[src/rtl/cpu8_pkg.sv]
// cpu8 shared types and constants.
// Fetch FSM state set grows a FAULT state under FETCH_TIMEOUT_EN.
package cpu8_pkg;

  localparam int INSTR_W         = 24;
  localparam int BYTE_W          = 8;
  localparam int ADDR_W          = 8;
  localparam int BYTES_PER_INSTR = 3;

  localparam int OPC_LSB = 16;
  localparam int B1_LSB  = 8;
  localparam int B2_LSB  = 0;

  typedef enum logic [2:0] {
    S_IDLE,
    S_FETCH0,
    S_FETCH1,
    S_FETCH2,
    S_LOAD,
    S_EXEC,
    S_HALT
`ifdef FETCH_TIMEOUT_EN
    , S_FAULT
`endif
  } fetch_state_e;

endpackage

[src/rtl/program_counter.sv]
// Program counter: sync active-low reset, load beats increment.
// Increment wraps 8'hFF -> 8'h00.
module program_counter
  import cpu8_pkg::*;
#(
  parameter logic [ADDR_W-1:0] RESET_PC = '0
) (
  input  logic              clk_i,
  input  logic              rst_ni,
  input  logic              load_i,
  input  logic [ADDR_W-1:0] load_val_i,
  input  logic              inc_i,
  output logic [ADDR_W-1:0] pc_o
);

  logic [ADDR_W-1:0] pc_q;

  // pc register: load has priority over increment
  always_ff @(posedge clk_i) begin
    if (!rst_ni)
      pc_q <= RESET_PC;
    else if (load_i)
      pc_q <= load_val_i;
    else if (inc_i)
      pc_q <= pc_q + ADDR_W'(1);
  end

  assign pc_o = pc_q;

endmodule

[src/rtl/fetch_sequencer.sv]
// Fetch FSM: three byte reads -> IR load -> execute handshake.
// FETCH_TIMEOUT_EN adds a per-byte ack timeout and a FAULT state.
module fetch_sequencer
  import cpu8_pkg::*;
#(
  parameter logic [ADDR_W-1:0] RESET_PC       = 8'h00,
  parameter int                TIMEOUT_CYCLES = 15
) (
  input  logic               clk,
  input  logic               rst_n,
  input  logic               run,
  output logic [ADDR_W-1:0]  mem_addr,
  output logic               mem_req,
  input  logic               mem_ack,
  input  logic [BYTE_W-1:0]  mem_rdata,
  output logic [INSTR_W-1:0] ir_data,
  output logic               ir_enable,
  output logic               exec_start,
  input  logic               exec_done,
  input  logic               halt_req,
  input  logic               branch_taken,
  input  logic [ADDR_W-1:0]  branch_target,
  output logic [ADDR_W-1:0]  pc,
  output logic               busy,
  output logic               halted,
  output logic               fault
);

  fetch_state_e       state_q, state_d;
  logic [INSTR_W-1:0] ir_q, ir_d;
  logic               start_q;
  logic               pc_inc, pc_ld;

`ifdef FETCH_TIMEOUT_EN
  localparam int TO_W = $clog2(TIMEOUT_CYCLES + 1);
  logic [TO_W-1:0] wait_q, wait_d;
`endif

  program_counter #(
    .RESET_PC (RESET_PC)
  ) u_pc (
    .clk_i      (clk),
    .rst_ni     (rst_n),
    .load_i     (pc_ld),
    .load_val_i (branch_target),
    .inc_i      (pc_inc),
    .pc_o       (pc)
  );

  // state, assembled instruction and exec_start pulse registers
  always_ff @(posedge clk) begin
    if (!rst_n) begin
      state_q <= S_IDLE;
      ir_q    <= '0;
      start_q <= 1'b0;
    end else begin
      state_q <= state_d;
      ir_q    <= ir_d;
      start_q <= (state_q == S_LOAD);
    end
  end

`ifdef FETCH_TIMEOUT_EN
  // per-byte ack wait counter
  always_ff @(posedge clk) begin
    if (!rst_n)
      wait_q <= '0;
    else
      wait_q <= wait_d;
  end
`endif

  // next state, byte capture and pc control
  always_comb begin
    state_d = state_q;
    ir_d    = ir_q;
    pc_inc  = 1'b0;
    pc_ld   = 1'b0;
`ifdef FETCH_TIMEOUT_EN
    wait_d  = '0;
`endif
    unique case (state_q)
      S_IDLE: begin
        if (run)
          state_d = S_FETCH0;
      end
      S_FETCH0, S_FETCH1, S_FETCH2: begin
        if (mem_ack) begin
          pc_inc = 1'b1;
          if (state_q == S_FETCH0) begin
            ir_d[OPC_LSB +: BYTE_W] = mem_rdata;
            state_d = S_FETCH1;
          end else if (state_q == S_FETCH1) begin
            ir_d[B1_LSB +: BYTE_W] = mem_rdata;
            state_d = S_FETCH2;
          end else begin
            ir_d[B2_LSB +: BYTE_W] = mem_rdata;
            state_d = S_LOAD;
          end
        end
`ifdef FETCH_TIMEOUT_EN
        else if (wait_q == TO_W'(TIMEOUT_CYCLES - 1))
          state_d = S_FAULT;
        else
          wait_d = wait_q + TO_W'(1);
`endif
      end
      S_LOAD: state_d = S_EXEC;
      S_EXEC: begin
        if (exec_done) begin
          if (halt_req) begin
            state_d = S_HALT;
          end else begin
            pc_ld   = branch_taken;
            state_d = S_FETCH0;
          end
        end
      end
      S_HALT: state_d = S_HALT;
`ifdef FETCH_TIMEOUT_EN
      S_FAULT: state_d = S_FAULT;
`endif
      default: state_d = S_IDLE;
    endcase
  end

  assign mem_addr   = pc;
  assign mem_req    = (state_q == S_FETCH0) ||
                      (state_q == S_FETCH1) ||
                      (state_q == S_FETCH2);
  assign ir_data    = ir_q;
  assign ir_enable  = (state_q == S_LOAD);
  assign exec_start = start_q;
  assign busy       = mem_req ||
                      (state_q == S_LOAD) ||
                      (state_q == S_EXEC);
  assign halted     = (state_q == S_HALT);
`ifdef FETCH_TIMEOUT_EN
  assign fault      = (state_q == S_FAULT);
`else
  assign fault      = 1'b0;
`endif

endmodule

[config.mk]
export PLATFORM = sky130hd
export DESIGN_NAME = fetch_sequencer
export DESIGN_NICKNAME = d
export VERILOG_FILES = /design/src/rtl/cpu8_pkg.sv /design/src/rtl/program_counter.sv /design/src/rtl/fetch_sequencer.sv
export SDC_FILE = /design/constraint.sdc
export NUM_CORES = 1
export LEC_CHECK = 0
export BUFFER_PORTS_ARGS = -buffer_cell sky130_fd_sc_hd__buf_2
export CORE_UTILIZATION = 48
export CTS_CLUSTER_DIAMETER = 120
export CTS_CLUSTER_SIZE = 40
export DETAILED_ROUTE_END_ITERATION = 6
export GPL_ROUTABILITY_DRIVEN = 0
export PLACE_DENSITY = 0.79
export SLEW_MARGIN = 20
export SYNTH_ARGS = -nofsm -noshare
export SYNTH_HDL_FRONTEND = slang
export SYNTH_HIERARCHICAL = 1
export SYNTH_SLANG_ARGS = --single-unit
[constraint.sdc]
create_clock -name clk -period 1.9 [get_ports clk]
set_input_delay 0.19 -clock clk [delete_from_list [all_inputs] [get_ports clk]]
set_output_delay 0.19 -clock clk [all_outputs]
set_load 0.05 [all_outputs]
# After elaboration in Yosys (flattened, before gate mapping)
# Cells that the tools add are included.
# word_totals
reg_bits	36
inputBits	23
wordCells	43
output_inout_bits	46
# classes
n_bitwise	2
n_eq_ne	9
mux	14
addsub	1
n_reduce_logical	11
# op_table
operator	count
$mux W3	6
$mux W8	2
$pmux W3 S5	1
$eq A3 B3 Y1 const B	3
$add A8 B1 Y8 const B	1
$reduce_and A4 Y1	2
$eq A3 B2 Y1 const B	2
$ne A2 B2 Y1 const B	3
$reduce_and A3 Y1	2
$mux W1	5
$logic_or A1 B1 Y1	4
$eq A3 B1 Y1 const B	1
$logic_not A3 Y1	1
$reduce_or A3 Y1	1
$not A1 Y1	2
$reduce_bool A2 Y1	1

# Longest topological paths before layout
# Gate-level depths: netlist of the first run.
# logic_depth
word_depth	5
depth_mapped	7
ltp_nobuf	5

# By module
# The synthesis of the first run kept the hierarchy.
# modules_own_cells
mod	seq_area_each_um2	cells_per_inst	instances	area_per_inst_um2
fetch_sequencer	560.5	146	1	1258.7
program_counter	160.2	55	1	461.7

# Worst setup path before layout of the first run
# Ideal clock, no wire load.
# synth_path
path_kind	register to register
start	register u_pc.pc_q[0] (netlist: u_pc/pc_o[0])
end	register u_pc.pc_q[6] (netlist: u_pc/pc_o[6])
arrival_ns	1.575
setup_time_ns	0.074
path_buffers	0
synth_period_minus_slack_ns	1.649
path_slack_ns	0.251
required_ns	1.826
path_stages_with_launch	5
path_cell_list	dfxtp_1 ha_1 nand3_1 or3_1 a31oi_1
# synth_via
elab_chain_cells	3
# synth_rtl
item	line	text
from (decl)	program_counter.sv:16	logic [ADDR_W-1:0] pc_q;
from (signal assigned)	program_counter.sv:23	pc_q <= load_val_i;
from (signal assigned)	program_counter.sv:25	pc_q <= pc_q + ADDR_W'(1);
$add A8 B1 Y8	program_counter.sv:25	
$mux W8	program_counter.sv:24	else if (inc_i)
$mux W8	program_counter.sv:22	else if (load_i)
# No other way between the ends. The select of a mux whose other input is x is not followed.
# A chain may end at the register's enable or synchronous reset.

# Worst setup path in the final report of the first run
# layout_path
start	register state_q[0]
end	register u_pc.pc_q[7] (netlist: u_pc/pc_o[7])
# layout_via
elab_chain_cells	4
word_cells_on_any_way	9
cone_classes	4 x eq/ne; 3 x mux; 2 x reduce/logical
# layout_rtl
item	line	text
from (decl)	fetch_sequencer.sv:29	fetch_state_e state_q, state_d;
from (signal assigned)	fetch_sequencer.sv:57	state_q <= state_d;
$eq A3 B1 Y1 or $eq A3 B2 Y1 (tied branches)	fetch_sequencer.sv:82	unique case (state_q)
$reduce_or A3 Y1 (*)	fetch_sequencer.sv:82	
$mux W1 (*)	fetch_sequencer.sv:82	
via pc_inc	fetch_sequencer.sv:32	logic pc_inc, pc_ld;
$reduce_bool A2 Y1 (no line) (*)	-	
# The timed path passes the listed nets; every way through them passes the cells marked *.

==> results.json, run 1 <==
{
  "status": "finished, final reports clean",
  "via_per_inst": 5.156,
  "grt.overflow.total": 0,
  "rsz0062_at_grt": "false",
  "io_pins": 69,
  "clkLatencyLatePin_ps": 340,
  "coreArea_um2": 3390,
  "timing.final.crit_period_ps": 1697,
  "grt_pass1_wl_mm": 5.609,
  "dp_hpwl_mm": 2.652,
  "hold_violations": 0,
  "grt_pass1_vias": 1240,
  "yosysTopAreaCell": "dfxtp_1",
  "fin_nets": 285,
  "multi_input_area_um2": 870.8,
  "clockPowerShare": 0.226,
  "end_kind": "flip-flop",
  "vias": 1588,
  "diodes": 0,
  "cp_max_fo": 12,
  "io_buffer_count": 67,
  "fmax_ghz": 0.5894,
  "path_class": "flip-flop to flip-flop",
  "syn_area_per_cell_um2": 8.559,
  "drt_wl_total_mm": 3.665,
  "drive_above_1_share": 0.3206,
  "syn_inst": 201,
  "drtIter0Drc": 67,
  "synth_top_cells_by_area": "dfxtp_1 42%, nand2_1 8.5%, a21boi_1 7.0%",
  "drt-pass1-iter-count": 4,
  "synth.distinct_cells": 38,
  "clock-skew-final_ps": 5.841,
  "cts_max_path_buffers": 2,
  "num_rows": 21,
  "antenna_left": 0,
  "yosysSeqAreaShare": 0.4189,
  "wl_per_cell_um": 11.90,
  "area_growth_pct": 22.04,
  "num-fill-cells": 299,
  "min_path_type": "primary input to flip-flop",
  "synth_flop_cell": "dfxtp_1",
  "p_seq_frac": 0.450,
  "maxCapViolCount": 0,
  "cp.required_ps": 2190,
  "root_buffer": "clkbuf_4",
  "die_x_um": 61.87,
  "peakVddDrop_v": 0.0005220,
  "switchingPower_uw": 737.5,
  "antenna_found_initial": 0,
  "leakagePower_uw": 0.0009410,
  "ys_async_sr_fraction": 0,
  "cts_tree": "done",
  "worst_r2r_path_depth": 6,
  "grt_max_degree": 36,
  "synth_edf_count": 0,
  "p_int_uw": 1179,
  "ys_ff_latch": 36,
  "drc": 0,
  "fin_util": 0.6194,
  "cts-resized-gates": 0,
  "synth_fp_nets": 225,
  "start_kind": "flip-flop",
  "start_util": 0.5076,
  "syn-cell-area_um2": 1720,
  "yosysTopAreaCellShare": 0.4189,
  "post-route-period-util": 0.8930,
  "cts-htree-levels": 2,
  "postCtsSetupBuffers": 0,
  "p_comb_frac": 0.324,
  "clk_pin_slew_ps": 110,
  "cts-buffers-inserted": 5,
  "tns_ps": 0,
  "cts.sinks": 36,
  "worstPathArrival_ps": 1980,
  "grtUsageTotal": 0.2026,
  "die-area_um2": 3827,
  "slew_violations": 0,
  "die_h_um": 61.87,
  "synth_warnings": 6,
  "finalSetupViolations": 0,
  "seq_area_um2": 720.7,
  "whs_path_depth": 3,
  "power_density_nw_per_um2": 912.8,
  "power_uw": 1917,
  "swShare": 0.3848,
  "netlist_top_cells_count": "39 x nand2_1, 36 x dfxtp_1, 16 x a21boi_1",
  "synth.most_common_cell": "nand2_1",
  "cts_hold_buf": 0
}
-- sequential cells by signal (all words and copies together), names as in the netlist --
name / cells
exec_start: 1
ir_data: 24
state_q: 3
u_pc/pc_o: 8
-- path summary, 6_finish.rpt --
path | from | to | slack, ps
setup / recovery | state_q[0]$_SDFFE_PN0P_ | u_pc/pc_o[7]$_SDFFE_PN0P_ | 200
hold / removal | mem_rdata[1] | ir_data[9]$_SDFFE_PN0P_ | 100
setup reg to reg | state_q[0]$_SDFFE_PN0P_ | u_pc/pc_o[7]$_SDFFE_PN0P_ | 200
hold reg to reg | ir_data[9]$_SDFFE_PN0P_ | ir_data[9]$_SDFFE_PN0P_ | 460
-- layer usage --
| metal | wire (um) | share of wire | track usage | vias to the layer above |
|---|---|---|---|---|
| li1 | - | - | - | 798 |
| met1 | 1744 | 0.48 | 0.2599 | 737 |
| met2 | 1687 | 0.46 | 0.3210 | 47 |
| met3 | 183 | 0.050 | 0.06625 | 6 |
| met4 | 49 | 0.013 | 0.06984 | 0 |
| met5 | 0 | 0 | 0 | - |
-- kinds of logic (layout without fill, tap and decap cells) --
family | after synthesis | after routing | synth area share
and+or+nand+nor | 89 | 89 | 0.2684
DFF | 36 | 36 | 0.4189
buffers and inverters | 22 | 83 | 0.07491
other | 1 | 1 | 0.002180
adders and majority gates | 1 | 1 | 0.007272
AOI/OAI and AO/OA | 38 | 38 | 0.1498
muxes | 10 | 10 | 0.05818
xor gates and xnor gates | 4 | 4 | 0.02037
-- through the flow --
stage | std cells | area, um^2 | hold slack [ps] | setup WS [ps]
2_1_floorplan | 201 | 1720 | 311.7 | 250.5
3_3_place_gp | 300 | 2037 | 438.2 | 305.6
3_5_place_dp | 300 | 2037 | 443.2 | 248.3
4_1_cts | 308 | 2100 | 91.17 | 204.4
5_1_grt | 308 | 2100 | 91.82 | 86.78
6_report | 308 | 2100 | 101.5 | 203.4
-- worst max-delay path, cell delays in order (launching register included) --
cell and delay (ps):
dfxtp_1 540, nor2_1 150, nor2b_1 130, buf_4 180, nand3b_1 100, or4_1 470, nand3_1 80
-- power by group through the flow --
stage / logic (uW) / registers, uW / clock network (uW)
after floorplan: 383 / 985 / 0
after global placement: 618 / 874 / 0
after detailed placement: 622 / 876 / 0
after CTS: 624 / 861 / 441
after global routing: 670 / 871 / 479
final: 621 / 862 / 433
-- cell usage in the layout (no fill, tap or decap), types with 2 or more instances in the layout --
| cell | count |
|---|---|
| a21boi_1 | 16 |
| buf_2 | 67 |
| nand2b_1 | 2 |
| nor3b_1 | 3 |
| xor2_1 | 2 |
| mux2i_1 | 10 |
| nor2_1 | 5 |
| nand2_1 | 39 |
| and2_1 | 4 |
| clkbuf_4 | 5 |
| o211ai_1 | 3 |
| inv_1 | 2 |
| dfxtp_1 | 36 |
| or4_1 | 3 |
| o21ai_0 | 10 |
| nand3_1 | 6 |
| a21oi_1 | 4 |
| xnor2_1 | 2 |
| nand4_1 | 3 |
| buf_4 | 6 |
| nor2b_1 | 13 |
| and3_1 | 2 |
-- area by class of cell --
| type | instances | share of cell area |
|---|---|---|
| clock buffers | 7 | 0.02622 |
| clock inverters | 1 | 0.003576 |
| inverters | 2 | 0.003576 |
| multi-input cells | 143 | 0.4148 |
| flip-flops and latches | 36 | 0.3433 |
| well taps | 46 | 0.02741 |
| repair buffers | 73 | 0.1812 |
Note: power is estimated with default switching activity, not from simulation.
==> inputs of run 2 (changes only) <==
--- a/config.mk
+++ b/config.mk
@@ -11,7 +11,7 @@
 export CTS_CLUSTER_SIZE = 40
 export DETAILED_ROUTE_END_ITERATION = 6
 export GPL_ROUTABILITY_DRIVEN = 0
-export PLACE_DENSITY = 0.79
+export PLACE_DENSITY_LB_ADDON = 0.12
 export SLEW_MARGIN = 20
 export SYNTH_ARGS = -nofsm -noshare
 export SYNTH_HDL_FRONTEND = slang
==> run 2 against run 1 <==
Net effect: sequential cell count stayed put; power is 2.2% lower; count of clock-buffer cells in the layout is 2 lower; highest routed layer unchanged.
==> results.json, run 2 (synthesized netlist as in run 1, its figures left out) <==
{
  "io_buffer_count": 67,
  "vias": 1532,
  "grt.overflow.total": 0,
  "peakVddDrop_v": 0.0005898,
  "io_pins": 69,
  "hold_violations": 0,
  "post-route-period-util": 0.8526,
  "final_cell_area_um2": 2095,
  "multi_input_area_um2": 870.8,
  "place_area_um2": 2044,
  "status": "finished, final reports clean",
  "clk_pin_slew_ps": 110,
  "via_per_inst": 4.974,
  "crit_path_frequent_cell": "buf_4",
  "cp_num_cells": 7,
  "tns_ps": 0,
  "drt-pass1-iter-count": 4,
  "critPathBufInv": 2,
  "die_x_um": 61.87,
  "worst_r2r_path_depth": 7,
  "largest_reg_flops": 24,
  "min_path_type": "primary input to flip-flop",
  "cts_hold_buf": 0,
  "clkLatencyLatePin_ps": 330,
  "num_rows": 21,
  "grtUsageTotal": 0.2059,
  "num-fill-cells": 344,
  "drive_above_1_share": 0.3244,
  "root_buffer": "clkbuf_4",
  "layout_commonest_cell": "buf_2",
  "drc": 0,
  "grt_pass1_wl_mm": 5.678,
  "die_h_um": 61.87,
  "area_growth_pct": 21.75,
  "wl_per_cell_um": 11.90,
  "cp.required_ps": 2170,
  "stdcell_count": 308,
  "cts-buffers-inserted": 5,
  "cp_max_fo": 13,
  "clock-skew-final_ps": 2.915,
  "maxCapViolCount": 0,
  "final_cell_mix": "67 x buf_2, 39 x nand2_1, 36 x dfxtp_1",
  "dp.cells": 301,
  "worstPathArrival_ps": 1890,
  "dp_hpwl_mm": 2.726,
  "rsz0062_at_grt": "false",
  "finalSetupViolations": 0,
  "die-area_um2": 3827,
  "fin_nets": 286,
  "grt_pass1_vias": 1309,
  "cts_tree": "done",
  "drt_wl_total_mm": 3.664,
  "whs_path_depth": 3,
  "leakagePower_uw": 0.0009416,
  "end_kind": "flip-flop",
  "diodes": 0,
  "start_util": 0.5076,
  "timing.final.crit_period_ps": 1620,
  "cts.sinks": 36,
  "path_class": "flip-flop to flip-flop",
  "setup_ws_ps": 280.1,
  "antenna_left": 0,
  "hold_slack_ps": 102.8,
  "crit_chain": "buf_4 -> nor2_1 -> nor2b_1 -> buf_4 -> nand3b_1 -> or4_1 -> nand3_1",
  "cts_max_path_buffers": 2,
  "drtIter0Drc": 82,
  "cp_slowest_cell": "or4_1",
  "start_kind": "flip-flop",
  "cts-resized-gates": 0,
  "crit_family": "simple AND/OR/NAND/NOR gates",
  "postCtsSetupBuffers": 0,
  "antenna_found_initial": 0,
  "cts-htree-levels": 2,
  "pre_cts_slack_ps": 308.6,
  "seq_area_um2": 720.7,
  "slowest_delay_ps": 470,
  "slew_violations": 0,
  "power_density_nw_per_um2": 894.8,
  "coreArea_um2": 3390,
  "fmax_ghz": 0.6173,
  "grt_max_degree": 32
}
[run 2: changes by cell type in the layout (fill, tap and decap cells not counted), sizes merged]
| cell | previous run | this run |
|---|---|---|
| clkbuf | 7 | 5 |
| buf | 73 | 74 |
| clkinv | 0 | 1 |
[run 2: layer usage]
metal | track usage | part of all wire
met5 | 0 | 0
met4 | 0.08571 | 0.014
met3 | 0.05797 | 0.057
met2 | 0.3518 | 0.47
met1 | 0.2424 | 0.46
[run 2: tightest hold or removal path, delay by kind of cell]
family	cells	cell delay, ps
buffers and inverters	1	110
AND/OR/NAND/NOR	1	50
AO/OA/AOI/OAI	1	50
[run 2: power by group]
part,internal [uW],switching (uW)
registers,805,41.5
clock network,135,246
logic,203,444
total,1140,732
[run 2: metrics by stage]
stage,power [uW],utilization
final,1874,0.6179
after global routing,1988,0.6179
after CTS,1899,0.6179
after detailed placement,1512,0.6032
after global placement,1510,0.6032
after floorplan,1368,-
[run 2: worst paths after layout]
kind | startpoint | to | slack [ps]
min reg2reg | ir_data[10]$_SDFFE_PN0P_ | ir_data[10]$_SDFFE_PN0P_ | 460
max | state_q[1]$_SDFFE_PN0P_ | u_pc/pc_o[5]$_SDFFE_PN0P_ | 280
max reg2reg | state_q[1]$_SDFFE_PN0P_ | u_pc/pc_o[5]$_SDFFE_PN0P_ | 280
min | mem_rdata[0] | ir_data[0]$_SDFFE_PN0P_ | 100
[run 2: layout make-up]
type                    instances  area share
flip-flops and latches         36      0.3441
inverters                       2    0.003584
clock buffers                   5     0.01792
well taps                      46     0.02748
repair buffers                 74      0.1852
multi-input cells             143      0.4158
clock inverters                 2    0.005974
==> inputs of run 3 (changes only) <==
--- a/config.mk
+++ b/config.mk
@@ -5,7 +5,9 @@
 export SDC_FILE = /design/constraint.sdc
 export NUM_CORES = 1
 export LEC_CHECK = 0
+export ABC_AREA = 1
 export BUFFER_PORTS_ARGS = -buffer_cell sky130_fd_sc_hd__buf_2
+export CAP_MARGIN = 20
 export CORE_UTILIZATION = 48
 export CTS_CLUSTER_DIAMETER = 120
 export CTS_CLUSTER_SIZE = 40
==> run 3 against run 2 <==
Net effect: critical path depth down 4; non-clock buffer count is 5 lower; worst hold slack better by 8.3 ps; largest cell class unchanged; maximum frequency shrank 8.9%.
==> results.json, run 3 <==
{
  "clk_pin_slew_ps": 110,
  "timing.final.crit_period_ps": 1778,
  "syn_inst": 237,
  "grt_pass1_wl_mm": 6.534,
  "synth.distinct_cells": 25,
  "io_pins": 69,
  "cts-resized-gates": 0,
  "die_x_um": 62.17,
  "yosysTopAreaCellShare": 0.4147,
  "start_kind": "flip-flop",
  "power_density_nw_per_um2": 1097,
  "finalSetupViolations": 0,
  "start_util": 0.5127,
  "whs_path_depth": 3,
  "cts-buffers-inserted": 5,
  "rr_endpoint": "u_pc/pc_o[1]$_SDFFE_PN0P_",
  "vias": 1682,
  "final_cell_area_um2": 2102,
  "postCtsSetupBuffers": 0,
  "synth_warnings": 6,
  "wl_per_cell_um": 11.16,
  "cts.sinks": 36,
  "layout_commonest_cell": "buf_2",
  "drt-pass1-iter-count": 4,
  "hold_end": "ir_data[11]$_SDFFE_PN0P_",
  "synth_top_cells_by_area": "dfxtp_1 41%, nor2_1 9.3%, o21ai_0 7.5%",
  "synth_fp_nets": 261,
  "slew_violations": 0,
  "post-route-period-util": 0.9356,
  "syn-cell-area_um2": 1738,
  "largest_reg_flops": 24,
  "ys_async_sr_fraction": 0,
  "drc": 0,
  "yosysSeqAreaShare": 0.4147,
  "r2r-start": "state_q[0]$_SDFFE_PN0P_",
  "synth_edf_count": 0,
  "grt_pass1_vias": 1545,
  "cts-htree-levels": 2,
  "via_per_inst": 4.875,
  "yosysTopAreaCell": "dfxtp_1",
  "cts_max_path_buffers": 2,
  "drive_above_1_share": 0.3344,
  "drtIter0Drc": 95,
  "dp_hpwl_mm": 2.834,
  "worstPathArrival_ps": 1590,
  "min_path_type": "primary input to flip-flop",
  "cp.required_ps": 1710,
  "die-area_um2": 3865,
  "die_h_um": 62.17,
  "netlist_top_cells_count": "43 x nor2_1, 36 x dfxtp_1, 27 x nand2_1",
  "cts_tree": "done",
  "hp-start": "mem_rdata[3]",
  "r2r_slack_ps": 250,
  "rsz0062_at_grt": "false",
  "fmax_ghz": 0.5625,
  "num-fill-cells": 325,
  "end_kind": "output port",
  "cts_hold_buf": 0,
  "path_class": "flip-flop to output port",
  "clock-skew-final_ps": 6.395,
  "antenna_found_initial": 0,
  "status": "finished, final reports clean",
  "dp.cells": 337,
  "root_buffer": "clkbuf_4",
  "ys_ff_latch": 36,
  "worst_r2r_path_depth": 11,
  "synth.most_common_cell": "nor2_1",
  "num_rows": 21,
  "place_area_um2": 2026,
  "area_growth_pct": 20.95,
  "grt_max_degree": 30,
  "synth_flop_cell": "dfxtp_1",
  "grt.overflow.total": 0,
  "hold_violations": 0,
  "final_cell_mix": "67 x buf_2, 43 x nor2_1, 36 x dfxtp_1",
  "diodes": 0,
  "leakagePower_uw": 0.001044,
  "syn_area_per_cell_um2": 7.333,
  "tns_ps": 0,
  "peakVddDrop_v": 0.0006869,
  "coreArea_um2": 3390,
  "fin_nets": 322,
  "stdcell_count": 345,
  "antenna_left": 0,
  "io_buffer_count": 67,
  "power_uw": 2306,
  "hold_slack_ps": 111.1,
  "grtUsageTotal": 0.2123,
  "clkLatencyLatePin_ps": 340,
  "drt_wl_total_mm": 3.851,
  "cp_max_fo": 11,
  "maxCapViolCount": 0
}
## run 3: metal layers
metal  track usage  vias up  routed length [um]
li1              -      882                   -
met2        0.3764       45                1833
met5             0        -                   0
met4        0.1017        0                  48
met3       0.04779        6                 177
met1        0.2391      749                1791
## run 3: layout make-up
class                           instances  area [um^2]  share of cell area
Tap cell                               46        57.56             0.02738
Clock inverter                          2        35.03             0.01667
Timing Repair Buffer                   69        350.3              0.1667
Clock buffer                            6        41.29             0.01964
Inverter                               29        108.9             0.05179
Sequential cell                        36        720.7              0.3429
Multi-Input combinational cell        157        788.3              0.3750
## run 3: power by group
group          switching (uW)  internal [uW]  leakage [uW]
Sequential               75.3            839      0.000292
Combinational             648            213      0.000709
Clock                     255            276     0.0000422
Total                     978           1330       0.00104
## run 3: worst max-delay path by stage
stage,from,slack (ps),end
finish,state_q[2]$_SDFFE_PN0P_,120,busy
global route,state_q[2]$_SDFFE_PN0P_,9,busy
CTS,state_q[2]$_SDFFE_PN0P_,110,busy
detailed placement,state_q[0]$_SDFFE_PN0P_,290,u_pc/pc_o[1]$_SDFFE_PN0P_
global placement,state_q[0]$_SDFFE_PN0P_,370,u_pc/pc_o[1]$_SDFFE_PN0P_
floorplan,state_q[2]$_SDFFE_PN0P_,350,busy
## run 3: per-stage QoR
step / setup slack (ps) / util
floorplan: 353.5 / -
global placement: 374.0 / 0.5976
detailed placement: 287.7 / 0.5976
CTS: 105.5 / 0.6202
global route: 9.494 / 0.6202
finish: 122.4 / 0.6202
## run 3: logic make-up after synthesis
kind of cell,Yosys count,synth area share
other,1,0.002158
AND/OR/NAND/NOR,99,0.2671
AO/OA/AOI/OAI,55,0.1721
flip-flops,36,0.4147
buffers and inverters,44,0.1317
XOR/XNOR,1,0.005041
adder cells (fa/ha/maj),1,0.007198
## run 3: critical path, cell delays in order (launching register included)
cell and delay, ps:
dfxtp_1 590, inv_1 220, a21oi_1 170, buf_2 270
